<file path="config.mk">
export PLATFORM = sky130hd
export DESIGN_NAME = sound_out_resampler
export DESIGN_NICKNAME = d
export VERILOG_FILES = /design/src/rtl/sound_out_resampler.sv
export SDC_FILE = /design/constraint.sdc
export NUM_CORES = 1
export LEC_CHECK = 0
export ABC_AREA = 1
export CORE_MARGIN = 2
export CORE_UTILIZATION = 45
export CTS_CLUSTER_DIAMETER = 80
export DETAILED_ROUTE_END_ITERATION = 6
export GPL_ROUTABILITY_DRIVEN = 0
export PLACE_DENSITY = 0.74
export REMOVE_ABC_BUFFERS = 1
export SLEW_MARGIN = 10
export SYNTH_ARGS = -nofsm -noshare
export SYNTH_HDL_FRONTEND = slang
export SYNTH_SLANG_ARGS = --single-unit
</file>
<file path="constraint.sdc">
create_clock -name clk_logic -period 28.3 [get_ports clk_logic]
set_input_delay 2.83 -clock clk_logic [delete_from_list [all_inputs] [get_ports clk_logic]]
set_output_delay 2.83 -clock clk_logic [all_outputs]
set_load 0.005 [all_outputs]
</file>
<file path="src/rtl/sound_out_resampler.sv">
// Zero-order-hold resampler with ramped volume gain feeding a small FWFT output FIFO.
// Tick to FIFO write is 4 cycles; on a full FIFO the new sample is dropped and counted.
module sound_out_resampler #(
  parameter int CLK_HZ     = 54000000,
  parameter int OUT_HZ     = 48000,
  parameter int FIFO_DEPTH = 4
) (
  input  logic        clk_logic,
  input  logic        system_reset,
  input  logic [15:0] audio_l_i,
  input  logic [15:0] audio_r_i,
  input  logic        in_valid_i,
  input  logic [3:0]  volume_i,
  input  logic        mute_i,
  output logic        out_valid_o,
  input  logic        out_ready_i,
  output logic [15:0] out_l_o,
  output logic [15:0] out_r_o,
  output logic [7:0]  drop_cnt_o,
  output logic [8:0]  gain_o
);

  localparam int AW = $clog2(FIFO_DEPTH);
  localparam logic [31:0] CLK_INC = 32'(CLK_HZ);
  localparam logic [31:0] OUT_INC = 32'(OUT_HZ);
  localparam logic [AW:0] DEPTH_C = (AW+1)'(FIFO_DEPTH);

  typedef enum logic [1:0] {IDLE, MUL_L, MUL_R, PUSH} state_t;

  state_t      state_q, state_d;
  logic [15:0] hold_l_q, hold_r_q, snap_l_q, snap_r_q, res_l_q, res_r_q;
  logic [15:0] last_l_q, last_r_q;
  logic [31:0] phase_q, phase_d, phase_sum;
  logic [8:0]  gain_q, gain_d, target;
  logic [7:0]  drop_q;
  logic [15:0] mem_l_q [FIFO_DEPTH];
  logic [15:0] mem_r_q [FIFO_DEPTH];
  logic [AW-1:0] rd_ptr_q, wr_ptr_q;
  logic [AW:0]   count_q, count_d;
  logic        tick, push_req, fifo_full, fifo_empty, pop, wr_en, drop;
  logic [15:0] mul_a, mul_res;
  logic [23:0] prod;

  assign phase_sum = phase_q + OUT_INC;
  assign tick      = (phase_sum >= CLK_INC);
  assign phase_d   = tick ? (phase_sum - CLK_INC) : phase_sum;

  assign target = mute_i ? 9'd0 : (({5'd0, volume_i} + 9'd1) << 4);

  always_comb begin
    gain_d = gain_q;
    if (tick) begin
      if (gain_q < target)      gain_d = gain_q + 9'd1;
      else if (gain_q > target) gain_d = gain_q - 9'd1;
    end
  end

  // One multiplier shared by both channels; low 24 bits of the sign-extended product suffice.
  assign mul_a   = (state_q == MUL_R) ? snap_r_q : snap_l_q;
  assign prod    = {{8{mul_a[15]}}, mul_a} * {15'd0, gain_q};
  assign mul_res = 16'(prod >> 8);

  always_comb begin
    state_d  = state_q;
    push_req = 1'b0;
    case (state_q)
      IDLE:    if (tick) state_d = MUL_L;
      MUL_L:   state_d = MUL_R;
      MUL_R:   state_d = PUSH;
      PUSH: begin
        push_req = 1'b1;
        state_d  = IDLE;
      end
      default: state_d = IDLE;
    endcase
  end

  assign fifo_full  = (count_q == DEPTH_C);
  assign fifo_empty = (count_q == '0);
  assign pop        = out_ready_i & ~fifo_empty;
  // A pop in the same cycle frees the slot, so a full FIFO still accepts the write.
  assign wr_en      = push_req & (~fifo_full | pop);
  assign drop       = push_req & fifo_full & ~pop;

  always_comb begin
    count_d = count_q;
    case ({wr_en, pop})
      2'b10:   count_d = count_q + 1'b1;
      2'b01:   count_d = count_q - 1'b1;
      default: count_d = count_q;
    endcase
  end

  always_ff @(posedge clk_logic or posedge system_reset) begin
    if (system_reset) begin
      state_q  <= IDLE;
      phase_q  <= '0;
      gain_q   <= '0;
      hold_l_q <= '0;
      hold_r_q <= '0;
      snap_l_q <= '0;
      snap_r_q <= '0;
      res_l_q  <= '0;
      res_r_q  <= '0;
      last_l_q <= '0;
      last_r_q <= '0;
      drop_q   <= '0;
      rd_ptr_q <= '0;
      wr_ptr_q <= '0;
      count_q  <= '0;
      for (int i = 0; i < FIFO_DEPTH; i++) begin
        mem_l_q[i] <= '0;
        mem_r_q[i] <= '0;
      end
    end else begin
      state_q <= state_d;
      phase_q <= phase_d;
      gain_q  <= gain_d;
      count_q <= count_d;
      if (in_valid_i) begin
        hold_l_q <= audio_l_i;
        hold_r_q <= audio_r_i;
      end
      if (state_q == IDLE && tick) begin
        snap_l_q <= hold_l_q;
        snap_r_q <= hold_r_q;
      end
      if (state_q == MUL_L) res_l_q <= mul_res;
      if (state_q == MUL_R) res_r_q <= mul_res;
      if (wr_en) begin
        mem_l_q[wr_ptr_q] <= res_l_q;
        mem_r_q[wr_ptr_q] <= res_r_q;
        wr_ptr_q          <= wr_ptr_q + 1'b1;
      end
      if (pop) begin
        last_l_q <= mem_l_q[rd_ptr_q];
        last_r_q <= mem_r_q[rd_ptr_q];
        rd_ptr_q <= rd_ptr_q + 1'b1;
      end
      if (drop && drop_q != 8'hFF) drop_q <= drop_q + 8'd1;
    end
  end

  assign out_valid_o = ~fifo_empty;
  assign out_l_o     = fifo_empty ? last_l_q : mem_l_q[rd_ptr_q];
  assign out_r_o     = fifo_empty ? last_r_q : mem_r_q[rd_ptr_q];
  assign drop_cnt_o  = drop_q;
  assign gain_o      = gain_q;

endmodule

</file>
# After elaboration in Yosys (flattened, before gate mapping)
# Index checks and enable logic that the tools add are counted.
# W data, S select, Z words.
[totals]
regBits = 314
in_bits = 41
word_cells = 87
[classes]
addsub = 10
multipliers = 1
n_lt_le_gt_ge = 6
n_eq_ne = 8
muxes = 21
n_bitwise = 10
reduce_logical = 8
[op_table]
columns = ["cell", "n"]
rows = [
  ["$bwmux W64", 2],
  ["$mux W16", 8],
  ["$bmux W16 S2", 2],
  ["$add A32 B16 Y32 const B", 1],
  ["$demux W16 S2", 1],
  ["$ge A32 B26 Y1 const B", 1],
  ["$mux W32", 1],
  ["$sub A32 B26 Y32 const B", 1],
  ["$mux W9", 3],
  ["$mul A16 B10 Y24", 1],
  ["$add A9 B1 Y9 const B", 1],
  ["$gt A9 B9 Y1", 1],
  ["$lt A9 B9 Y1", 1],
  ["$sub A9 B1 Y9 const B", 1],
  ["$add A8 B1 Y8 const B", 1],
  ["$ne A8 B8 Y1 const B", 1],
  ["$pmux W2 S4", 1],
  ["$eq A2 B2 Y1 const B", 3],
  ["$ge A3 B3 Y1 const B", 2],
  ["$not A2 Y3", 2],
  ["$pmux W3 S2", 1],
  ["$add A4 B1 Y5 const B", 1],
  ["$add A2 B1 Y2 const B", 2],
  ["$and A1 B1 Y1", 4],
  ["15 further kinds", 21],
]

# Logic depth before layout (Yosys ltp)
# Gate-level depths: netlist of run 1.
[depth]
depth_word = 7
mapped_depth = 33

# Worst setup path after synthesis of run 1
# OpenSTA, ideal clock, no wires.
[synth_timing]
path_kind = "input to register"
startpoint = "in volume_i[0]"
endpoint = "reg gain_q[7] (netlist: gain_o[7])"
arrival_time_ns = 5.857
required_time_ns = 28.180
slack_ns = 22.322
stages = 19
n_path_buf = 0
path_cell_list = "ha_1 > a21oi_1 > o21ai_0 > ha_1 > nand2_1 > o21a_1 > o21ai_0 > ha_1 > a21oi_1 > nand2_1 > nand2_1 > nand2_1 > a21oi_1 > nor2_1 > o21ai_0 > nand2_1 > xor2_1 > nand3_1 > nand2_1"
[synth_via]
elab_chain_len = 5
[synth_lines]
columns = ["item", "line", "source"]
rows = [
  ["start, declared", "13", "input logic [3:0] volume_i,"],
  ["$add A4 B1 Y5 *", "48", "assign target = mute_i ? 9'd0 : (({5'd0, volume_i} + 9'd1) << 4);"],
  ["$mux W9 *", "48", ""],
  ["$lt A9 B9 Y1 or $gt A9 B9 Y1 (tied branches)", "53, 54", ""],
  ["$reduce_bool A2 Y1 (no line)", "n/a", ""],
  ["$reduce_and A2 Y1 (no line)", "n/a", ""],
  ["end signal, assigned", "118", "gain_q <= gain_d;"],
  ["end, declared", "34", "logic [8:0] gain_q, gain_d, target;"],
]
# Every way passes the cells marked *; elsewhere a longest branch is shown, timed or not.
# A chain may end at the register's enable or synchronous reset.

# Worst setup path in the final report of run 1
[layout_timing]
startpoint = "reg state_q[0]"
endpoint = "reg res_l_q[11]"
[layout_via]
elab_chain_len = 3
[layout_lines]
columns = ["item", "line", "source"]
rows = [
  ["start, declared", "30", "state_t state_q, state_d;"],
  ["start signal, assigned", "116", "state_q <= state_d;"],
  ["$eq A2 B2 Y1", "59", "assign mul_a = (state_q == MUL_R) ? snap_r_q : snap_l_q;"],
  ["$mux W16", "59", ""],
  ["$mul A16 B10 Y24", "60", "assign prod = {{8{mul_a[15]}}, mul_a} * {15'd0, gain_q};"],
  ["end signal, assigned", "128", "if (state_q == MUL_L) res_l_q <= mul_res;"],
  ["end, declared", "31", "logic [15:0] hold_l_q, hold_r_q, snap_l_q, snap_r_q, res_l_q, res_r_q;"],
]
# Parallel ways exist; a longest one is shown, timed or not.

==> summary.txt, run 1 <==
Finish
  – # fillers: 4054
  – # diodes: 0
  – Register area: 7680 µm²
  – Multi-input gate area: 11100 µm²
  – Final Util: 51.3%
  – Top flop regs: mem_l_q x64, mem_r_q x64, phase_q x25
  – Synth-to-layout area growth: 12.2%
  – Most common cell after layout, fill and taps aside: nand2_1
  – Most frequent cells in the layout: nand2_1 (645), dfrtp_1 (306), inv_1 (269)
  – NumNets Final: approximately 2700
  – Share of layout cells above drive strength 1: 11.7%

Clock tree
  – Sink Count: 307
  – Post-cts sizing count: 0
  – Clock tree from TritonCTS: built
  – Clk root buf: clkbuf_16
  – Setup Buffers After CTS: 0
  – CTS buffer count: 36
  – Clk buf depth: 3
  – H-tree depth: 2
  – Cts hold-fix bufs: 0
  – Clk slew on worst S/H paths: about 0.06 ns
  – Clock Latency Late Sink: 0.54 ns

Pwr
  – Pwr dens: roughly 52 nW/µm²
  – Max VDD drop: between 0.05 and 0.06 mV
  – Overall power: ~1200 µW
  – Leakage power: approximately 0.011 µW

Worst setup path
  – CP Capture Type: register
  – Most used cell along the critical path: inv_1
  – Worst Path Arrival: 7.46 ns
  – Crit path launch type: register
  – CP max stage delay: 0.72 ns
  – Critical R2R Launch: state_q[0]$_DFFE_PP0P_
  – Worst path slowest cell: inv_1
  – Critical path class: reg2reg
  – Worst r2r dst: res_l_q[11]$_DFFE_PP0N_
  – Critical path launch point: state_q[0]$_DFFE_PP0P_
  – Maximum fanout along the worst path: 34
  – CP endpoint: res_l_q[11]$_DFFE_PP0N_
  – Critical Path RT: approximately 29 ns
  – FF-to-FF setup slack: 21.26 ns
  – Reg2reg path depth: 28

STA
  – Final setup fails: 0
  – Hold violation count in the final report: 0
  – Max Freq: 142 MHz
  – Skew final: ~0.015 ns
  – Setup tns final: 0 ns
  – Fraction of the cycle the final worst path needs: between 20% and 30%
  – Worst slew pin tran: 1.04 ns
  – Final Slew Violations: 0
  – Slew headroom: 30.6%
  – RSZ-0062 raised after global routing: false
  – Period minus WS final: about 7.0 ns

Outcome
  – Status: finished, final reports clean

Global route
  – Global Route Usage Sum: 21.1%
  – Initial antenna violation count: 0
  – Grt ovf: 0
  – Largest net degree at the start of global routing: 190
  – Vias in the first global route: 16520
  – Global-route wire length before repair: ~80000 µm

Detailed routing
  – Routed vias: 16156
  – Vias per cell: around 5.3
  – DRT iter0 DRCs: approximately 1200
  – Average wire per standard cell: about 16 µm
  – DR DRC count: 0
  – Post-DRT Antenna Nets: 0
  – Drt pass-1 iters: 6
  – Total routed wirelength: 47900 µm

Synthesis
  – Post-synthesis register bit count: 307
  – Post-synthesis sequential area ratio: 37.8%
  – Post-Syn Area: 20300 µm²
  – Syn Area/Cell: 8.53 µm²
  – Yosys warning count: 0
  – Distinct cells, synth: 40
  – Gate Count Post-Synth: 2383

Die
  – Top Ports: 91
  – Initial core utilization: ~46%
  – # rows: 77
  – Die ar.: 46900 µm²
  – Die Height: 217 µm
  – Horiz. Die Dim: 217 µm
  – Core footprint: between 40000 and 50000 µm²

Place
  – I/O Buffers: 90
  – DP HPWL: ~34000 µm

Min path
  – Hold Crit Class: reg2reg
  – Hold Startpoint: snap_l_q[2]$_DFFE_PP0P_

Run
  – Max-cap violation count: 0
[per-layer routing]
metal / GRT usage (%) / vias to the layer above / share of wire [%]
met2: 35.6 / 459 / 48
met4: 7.12 / 0 / 2.6
met1: 27.3 / 7901 / 43
li1: - / 7699 / -
met5: 0 / - / 0
met3: 3.94 / 97 / 6.1
[cell families (layout without fill, tap and decap cells)]
family                   Yosys count  after routing  synth area share (%)
XOR/XNOR                          46             46                  2.02
AO/OA/AOI/OAI                    259            259                  6.96
adder cells (fa/ha/maj)          191            191                  16.0
AND/OR/NAND/NOR                 1056           1056                  21.9
flip-flops                       307            307                  37.8
multiplexers                     142            142                  7.87
buffers and inverters            382            460                  7.43
[through the flow]
step / area [µm²] / hold WS [ns] / setup WS, ns / std cells
6_report: 22800 / 0.472 / 21.26 / 3053
5_1_grt: 22800 / 0.493 / 20.77 / 3053
3_5_place_dp: 21700 / 0.459 / 21.25 / 2991
2_1_floorplan: 19900 / 0.434 / 16.98 / 2294
3_3_place_gp: 21700 / 0.458 / 21.48 / 2991
4_1_cts: 22800 / 0.473 / 21.31 / 3053
[how the worst min path moves through the flow]
stage | end | slack, ns | cells past startpoint
final | snap_l_q[2]$_DFFE_PP0P_ | 0.47 | 2
after global routing | snap_l_q[2]$_DFFE_PP0P_ | 0.49 | 2
after CTS | snap_l_q[2]$_DFFE_PP0P_ | 0.47 | 2
after detailed placement | snap_l_q[2]$_DFFE_PP0P_ | 0.46 | 2
after global placement | snap_l_q[8]$_DFFE_PP0P_ | 0.46 | 2
after floorplan | snap_r_q[10]$_DFFE_PP0P_ | 0.43 | 2
[cell usage after synthesis (all sizes together)]
cell	count	area share, %
or3	1	0.031
nand2	665	13
nor3	9	0.22
nor3b	1	0.037
o21bai	6	0.22
nand3b	16	0.59
mux2	142	7.9
o21ai	161	4.0
clkbuf	63	1.2
ha	75	4.6
fa	116	11
nand3	161	4.1
or2	14	0.43
xor2	29	1.3
a32o	15	0.74
clkinv	4	0.074
inv	289	5.3
o21a	1	0.037
dfrtp	307	38
a21oi	69	1.7
a221oi	1	0.043
and3	1	0.031
a21o	6	0.22
nand4	17	0.52
xnor2	17	0.73
nor4	3	0.092
buf	26	0.86
nor2	168	3.3
[critical path, delay by kind of cell (launching register included)]
family                   cells  cell delay (ns)
adder cells (fa/ha/maj)      7             3.14
flip-flops                   1             0.39
buffers and inverters        9             1.55
AO/OA/AOI/OAI                4             0.69
AND/OR/NAND/NOR              8             1.12
[layout make-up]
class                   count  share of cell area, %
clock buffers              49                   4.43
clock inverters            13                  0.406
inverters                 293                   4.86
multi-input cells        1694                   48.9
flip-flops and latches    307                   33.7
well taps                 592                   3.25
repair buffers            105                   4.50
[report_power, final]
part           internal [µW]  switching, µW  total [µW]
sequential               469           15.5         485
clock                    251            183         435
combinational            117            152         269
Power figures use the tool's default switching activity.
==> run 2, diff against run 1 <==
clock period = 7 ns   (was 28.3 ns; I/O delays follow)
==> run 2 against run 1 <==
Net effect: global-route usage increased by 0.30 points; sequential power increased to 4.0 times the previous value; final area increased by 0.84%; critical path type unchanged; the flow now finishes with violations (DRC); largest cell class unchanged.
==> summary.txt, run 2 (synthesized netlist as in run 1, its figures left out) <==
Outcome
  – Status: complete, but fails checks
  – Failing checks: DRC

Detailed routing
  – Vias per cell: 5.35
  – Total routed wirelength: 48700 µm
  – Drt pass-1 iters: 7
  – Average wire per standard cell: 15.9 µm
  – Post-DRT Antenna Nets: 0
  – DRT iter0 DRCs: 1528
  – Routed vias: 16381
  – DR DRC count: 1

Die
  – Top Ports: between 90 and 100
  – Core footprint: around 44000 µm²
  – # rows: 77
  – Horiz. Die Dim: roughly 220 µm
  – Die ar.: ~47000 µm²
  – Die Height: 217 µm
  – Initial core utilization: 45.8%

STA
  – Final Slew Violations: 0
  – Skew final: 0.0381 ns
  – Slew headroom: about a third
  – Max Freq: 153 MHz
  – Final setup fails: 0
  – Setup WS post-layout: 0.446 ns
  – Worst slew pin tran: 1.03 ns
  – Hold violation count in the final report: 0
  – Fraction of the cycle the final worst path needs: around 94%
  – Period minus WS final: 6.55 ns
  – Min Hold Slack: 0.484 ns

Pwr
  – Pwr dens: around 220 nW/µm²
  – Overall power: 5010 µW
  – Max VDD drop: 0.185 mV
  – Leakage power: 0.0115 µW

Finish
  – # fillers: 3983
  – Most frequent cells in the layout: nand2_1 (645), dfrtp_1 (306), inv_1 (269)
  – # diodes: 0
  – Top flop regs: mem_l_q x64, mem_r_q x64, phase_q x25
  – Most common cell after layout, fill and taps aside: nand2_1
  – Share of layout cells above drive strength 1: 12.1%
  – Synth-to-layout area growth: 13.2%
  – Post-route cell area: ~23000 µm²
  – NumNets Final: 2675

Run
  – Max-cap violation count: 0

Clock tree
  – CTS buffer count: 37
  – Setup Buffers After CTS: 0
  – H-tree depth: 2
  – Clk slew on worst S/H paths: ~0.060 ns
  – Clock tree from TritonCTS: built
  – Clk root buf: clkbuf_16
  – Clock Latency Late Sink: 0.56 ns
  – Sink Count: 307
  – Clk buf depth: 3

Worst setup path
  – Worst path slowest cell: fa_1
  – Critical Path RT: 7.45 ns
  – Critical path class: reg2reg
  – Maximum fanout along the worst path: 13
  – Crit path launch type: register
  – FF-to-FF setup slack: 0.45 ns
  – CP max stage delay: 0.59 ns
  – CP Capture Type: register
  – Worst Path Arrival: 7.00 ns

Place
  – DP HPWL: 34900 µm
  – I/O Buffers: 90
  – Dpl cell area: 21700 µm²
  – Setup slack after placement: 0.534 ns

Global route
  – Vias in the first global route: 16584
  – Initial antenna violation count: 0
  – Grt ovf: 0
  – Global-route wire length before repair: 81900 µm
  – Largest net degree at the start of global routing: 175
  – Global Route Usage Sum: approximately a fifth

Min path
  – Hold Crit Class: reg2reg
[run 2: path summary, 6_finish.rpt]
path / end / cells after the start / from
max: res_l_q[10]$_DFFE_PP0N_ / 29 / state_q[0]$_DFFE_PP0P_
min: snap_r_q[8]$_DFFE_PP0P_ / 2 / snap_r_q[8]$_DFFE_PP0P_
max reg2reg: res_l_q[10]$_DFFE_PP0N_ / 29 / state_q[0]$_DFFE_PP0P_
min reg2reg: snap_r_q[8]$_DFFE_PP0P_ / 2 / snap_r_q[8]$_DFFE_PP0P_
max in group asynchronous: rd_ptr_q[0]$_DFFE_PP0P_ / 3 / system_reset
min in group asynchronous: mem_l_q[37]$_DFFE_PP0P_ / 2 / system_reset
[run 2: layer usage]
layer | global-route usage, % | up-vias | wire (µm)
li1 | - | 7738 | -
met5 | 0 | - | 0
met2 | 36.1 | 503 | 23600
met3 | 3.49 | 124 | 2650
met1 | 27.3 | 8016 | 20800
met4 | 8.95 | 0 | 1710
[run 2: area by class of cell]
| type | count | area [µm²] | area share [%] |
|---|---|---|---|
| Timing Repair Buffer | 110 | 1070 | 4.64 |
| Clock buffer | 49 | 1040 | 4.53 |
| Inverter | 293 | 1110 | 4.81 |
| Sequential cell | 307 | 7680 | 33.4 |
| Tap cell | 592 | 741 | 3.22 |
| Multi-Input combinational cell | 1694 | 11100 | 48.5 |
| Clock inverter | 17 | 211 | 0.919 |
[run 2: power by group]
part	leakage [µW]	internal (µW)	switching, µW
sequential	0.00402	1900	61.4
combinational	0.00691	476	620
clock	0.000612	1170	782
total	0.0115	3540	1460
[run 2: repair_timing]
action	in CTS	in global routing
resized for setup	0	2
hold buffers	0	0
setup endpoints to repair	0	3
[run 2: critical path: cells and delay by family (launching register included)]
family                     cells  cell delay, ns
AOI/OAI and AO/OA              2            0.62
adders and majority gates      7            3.26
DFF                            1            0.41
and+or+nand+nor               12            1.32
buffers and inverters          8            0.84
[run 2: metrics by stage]
stage | TNS (ns) | cells | utilization [%]
3_5_place_dp | 0 | 2996 | 49.0
2_1_floorplan | -671.62 | 2294 | -
6_report | 0 | 3062 | 51.8
5_1_grt | -0.00369 | 3062 | 51.8
4_1_cts | 0 | 3062 | 51.8
3_3_place_gp | 0 | 2996 | 49.0
==> run 3, diff against run 2 <==
CTS_BUF_LIST = sky130_fd_sc_hd__clkbuf_8   (was unset)
CTS_CLUSTER_DIAMETER = unset   (was 80)
==> run 3 against run 2 <==
Net effect: the flow still finishes with violations (DRC); critical path depth is the same; largest power group unchanged; clock skew grew 0.021 ns; critical endpoint unchanged; global-route usage down 0.11 points; sequential cell count did not move; sequential power is essentially flat; highest routed layer unchanged; cell count grew 0.88%; sequential share of layout area increased by 0.25 points.
==> summary.txt, run 3 (synthesized netlist as in run 1, its figures left out) <==
STA
  – Setup tns final: 0 ns
  – RSZ-0062 raised after global routing: false
  – Max Freq: between 150 and 200 MHz
  – Slew headroom: 32.8%
  – Worst slew pin tran: 1.01 ns
  – Period minus WS final: 6.52 ns
  – Skew final: just under 0.06 ns
  – Final setup fails: 0
  – Setup WS post-layout: between 0.4 and 0.5 ns
  – Fraction of the cycle the final worst path needs: a little over 90%
  – Final Slew Violations: 0
  – Min Hold Slack: 0.480 ns
  – Hold violation count in the final report: 0

Detailed routing
  – DRT iter0 DRCs: approximately 1500
  – Total routed wirelength: roughly 48000 µm
  – DR DRC count: 2
  – Routed vias: 16411
  – Drt pass-1 iters: 7
  – Post-DRT Antenna Nets: 0
  – Average wire per standard cell: 15.7 µm
  – Vias per cell: 5.31

Worst setup path
  – CP Capture Type: register
  – CP max stage delay: 0.59 ns
  – Crit path launch type: register
  – Critical path class: reg2reg
  – Critical Path RT: 7.53 ns
  – Maximum fanout along the worst path: 13
  – Worst path slowest cell: fa_1
  – Worst Path Arrival: a little over 7 ns

Die
  – Top Ports: 91
  – Die ar.: 46900 µm²
  – Initial core utilization: between 40% and 50%
  – Horiz. Die Dim: between 200 and 250 µm
  – # rows: 77
  – Die Height: 217 µm
  – Core footprint: ~44000 µm²

Finish
  – Most frequent cells in the layout: nand2_1 (645), dfrtp_1 (306), inv_1 (286)
  – Top flop regs: mem_l_q x64, mem_r_q x64, phase_q x25
  – Register area: 7680 µm²
  – Post-route cell area: between 20000 and 25000 µm²
  – Share of layout cells above drive strength 1: 12.6%
  – # fillers: 4021
  – NumNets Final: 2690
  – Multi-input gate area: between 10000 and 15000 µm²
  – Synth-to-layout area growth: 12.3%
  – Most common cell after layout, fill and taps aside: nand2_1

Clock tree
  – Sink Count: 307
  – Clk buf depth: 3
  – Clock Latency Late Sink: 0.64 ns
  – Cts hold-fix bufs: 0
  – Clk slew on worst S/H paths: 0.06 ns
  – Clk root buf: clkbuf_8
  – CTS buffer count: 52
  – Clock tree from TritonCTS: built
  – H-tree depth: 2

Global route
  – Vias in the first global route: 16750
  – Global-route wire length before repair: 81600 µm
  – Initial antenna violation count: 1
  – Grt ovf: 0
  – Global Route Usage Sum: 21.3%
  – Largest net degree at the start of global routing: roughly 180

Run
  – Max-cap violation count: 0

Pwr
  – Leakage power: 0.0115 µW
  – Max VDD drop: 0.236 mV
  – Pwr dens: 207 nW/µm²
  – Overall power: 4730 µW

Place
  – Dpl cell area: 21700 µm²
  – I/O Buffers: 90
  – Setup slack after placement: 0.534 ns
  – DP HPWL: 34900 µm

Min path
  – Hold Crit Class: reg2reg

Outcome
  – Status: complete, but fails checks
  – Failing checks: DRC
[run 3: cell types whose count changed in the layout (fill, tap and decap cells not counted), sizes merged]
| cell | previous run | this run |
|---|---|---|
| clkbuf | 49 | 63 |
| clkinvlp | 2 | 1 |
| diode | 0 | 1 |
| inv | 291 | 306 |
| clkinv | 14 | 12 |
[run 3: through the flow]
| step | utilization (%) | std cells |
|---|---|---|
| 6_report | 51.4 | 3089 |
| 5_1_grt | 51.4 | 3089 |
| 4_1_cts | 51.4 | 3088 |
| 3_5_place_dp | 49.0 | 2996 |
| 3_3_place_gp | 49.0 | 2996 |
| 2_1_floorplan | - | 2294 |
[run 3: metal layers]
metal	share of wire, %	up-vias	GRT usage (%)
met2	48	553	35.7
met3	6.2	118	3.78
li1	-	7760	-
met4	3.5	0	9.34
met5	0	-	0
met1	42	7980	26.9
[run 3: path summary, 6_finish.rpt]
path                                          from                      end  slack [ns]  cells past startpoint
max reg2reg                 state_q[0]$_DFFE_PP0P_  res_l_q[10]$_DFFE_PP0N_        0.48                     29
max in group asynchronous             system_reset  rd_ptr_q[0]$_DFFE_PP0P_        4.81                      3
min reg2reg                snap_l_q[6]$_DFFE_PP0P_  snap_l_q[6]$_DFFE_PP0P_        0.48                      2
min                        snap_l_q[6]$_DFFE_PP0P_  snap_l_q[6]$_DFFE_PP0P_        0.48                      2
min in group asynchronous             system_reset  mem_l_q[35]$_DFFE_PP0P_        0.67                      2
max                         state_q[0]$_DFFE_PP0P_  res_l_q[10]$_DFFE_PP0N_        0.48                     29
[run 3: final cells by class]
type                            instances  share of cell area [%]
Sequential cell                       307                    33.7
Clock buffer                           63                    3.80
Tap cell                              592                    3.24
Antenna cell                            1                  0.0110
Inverter                              293                    4.85
Clock inverter                         29                   0.948
Multi-Input combinational cell       1694                    48.8
Timing Repair Buffer                  110                    4.67
[run 3: power breakdown]
| group | leakage (µW) | switching (µW) | internal [µW] |
|---|---|---|---|
| Clock | 0.000621 | 751 | 926 |
| Combinational | 0.00691 | 620 | 476 |
| Sequential | 0.00402 | 61.4 | 1900 |
| Total | 0.0115 | 1430 | 3300 |
[run 3: critical path, delay by kind of cell (launching register included)]
kind	cells	cell delay [ns]
AND/OR/NAND/NOR	12	1.31
adder cells (fa/ha/maj)	7	3.26
AO/OA/AOI/OAI	2	0.62
flip-flops	1	0.41
buffers and inverters	8	0.84
[run 3: repair_timing]
action / CTS / global route
endpoints found under the setup margin: 0 / 1
setup buffers: 0 / 0
gates resized for setup: 0 / 1
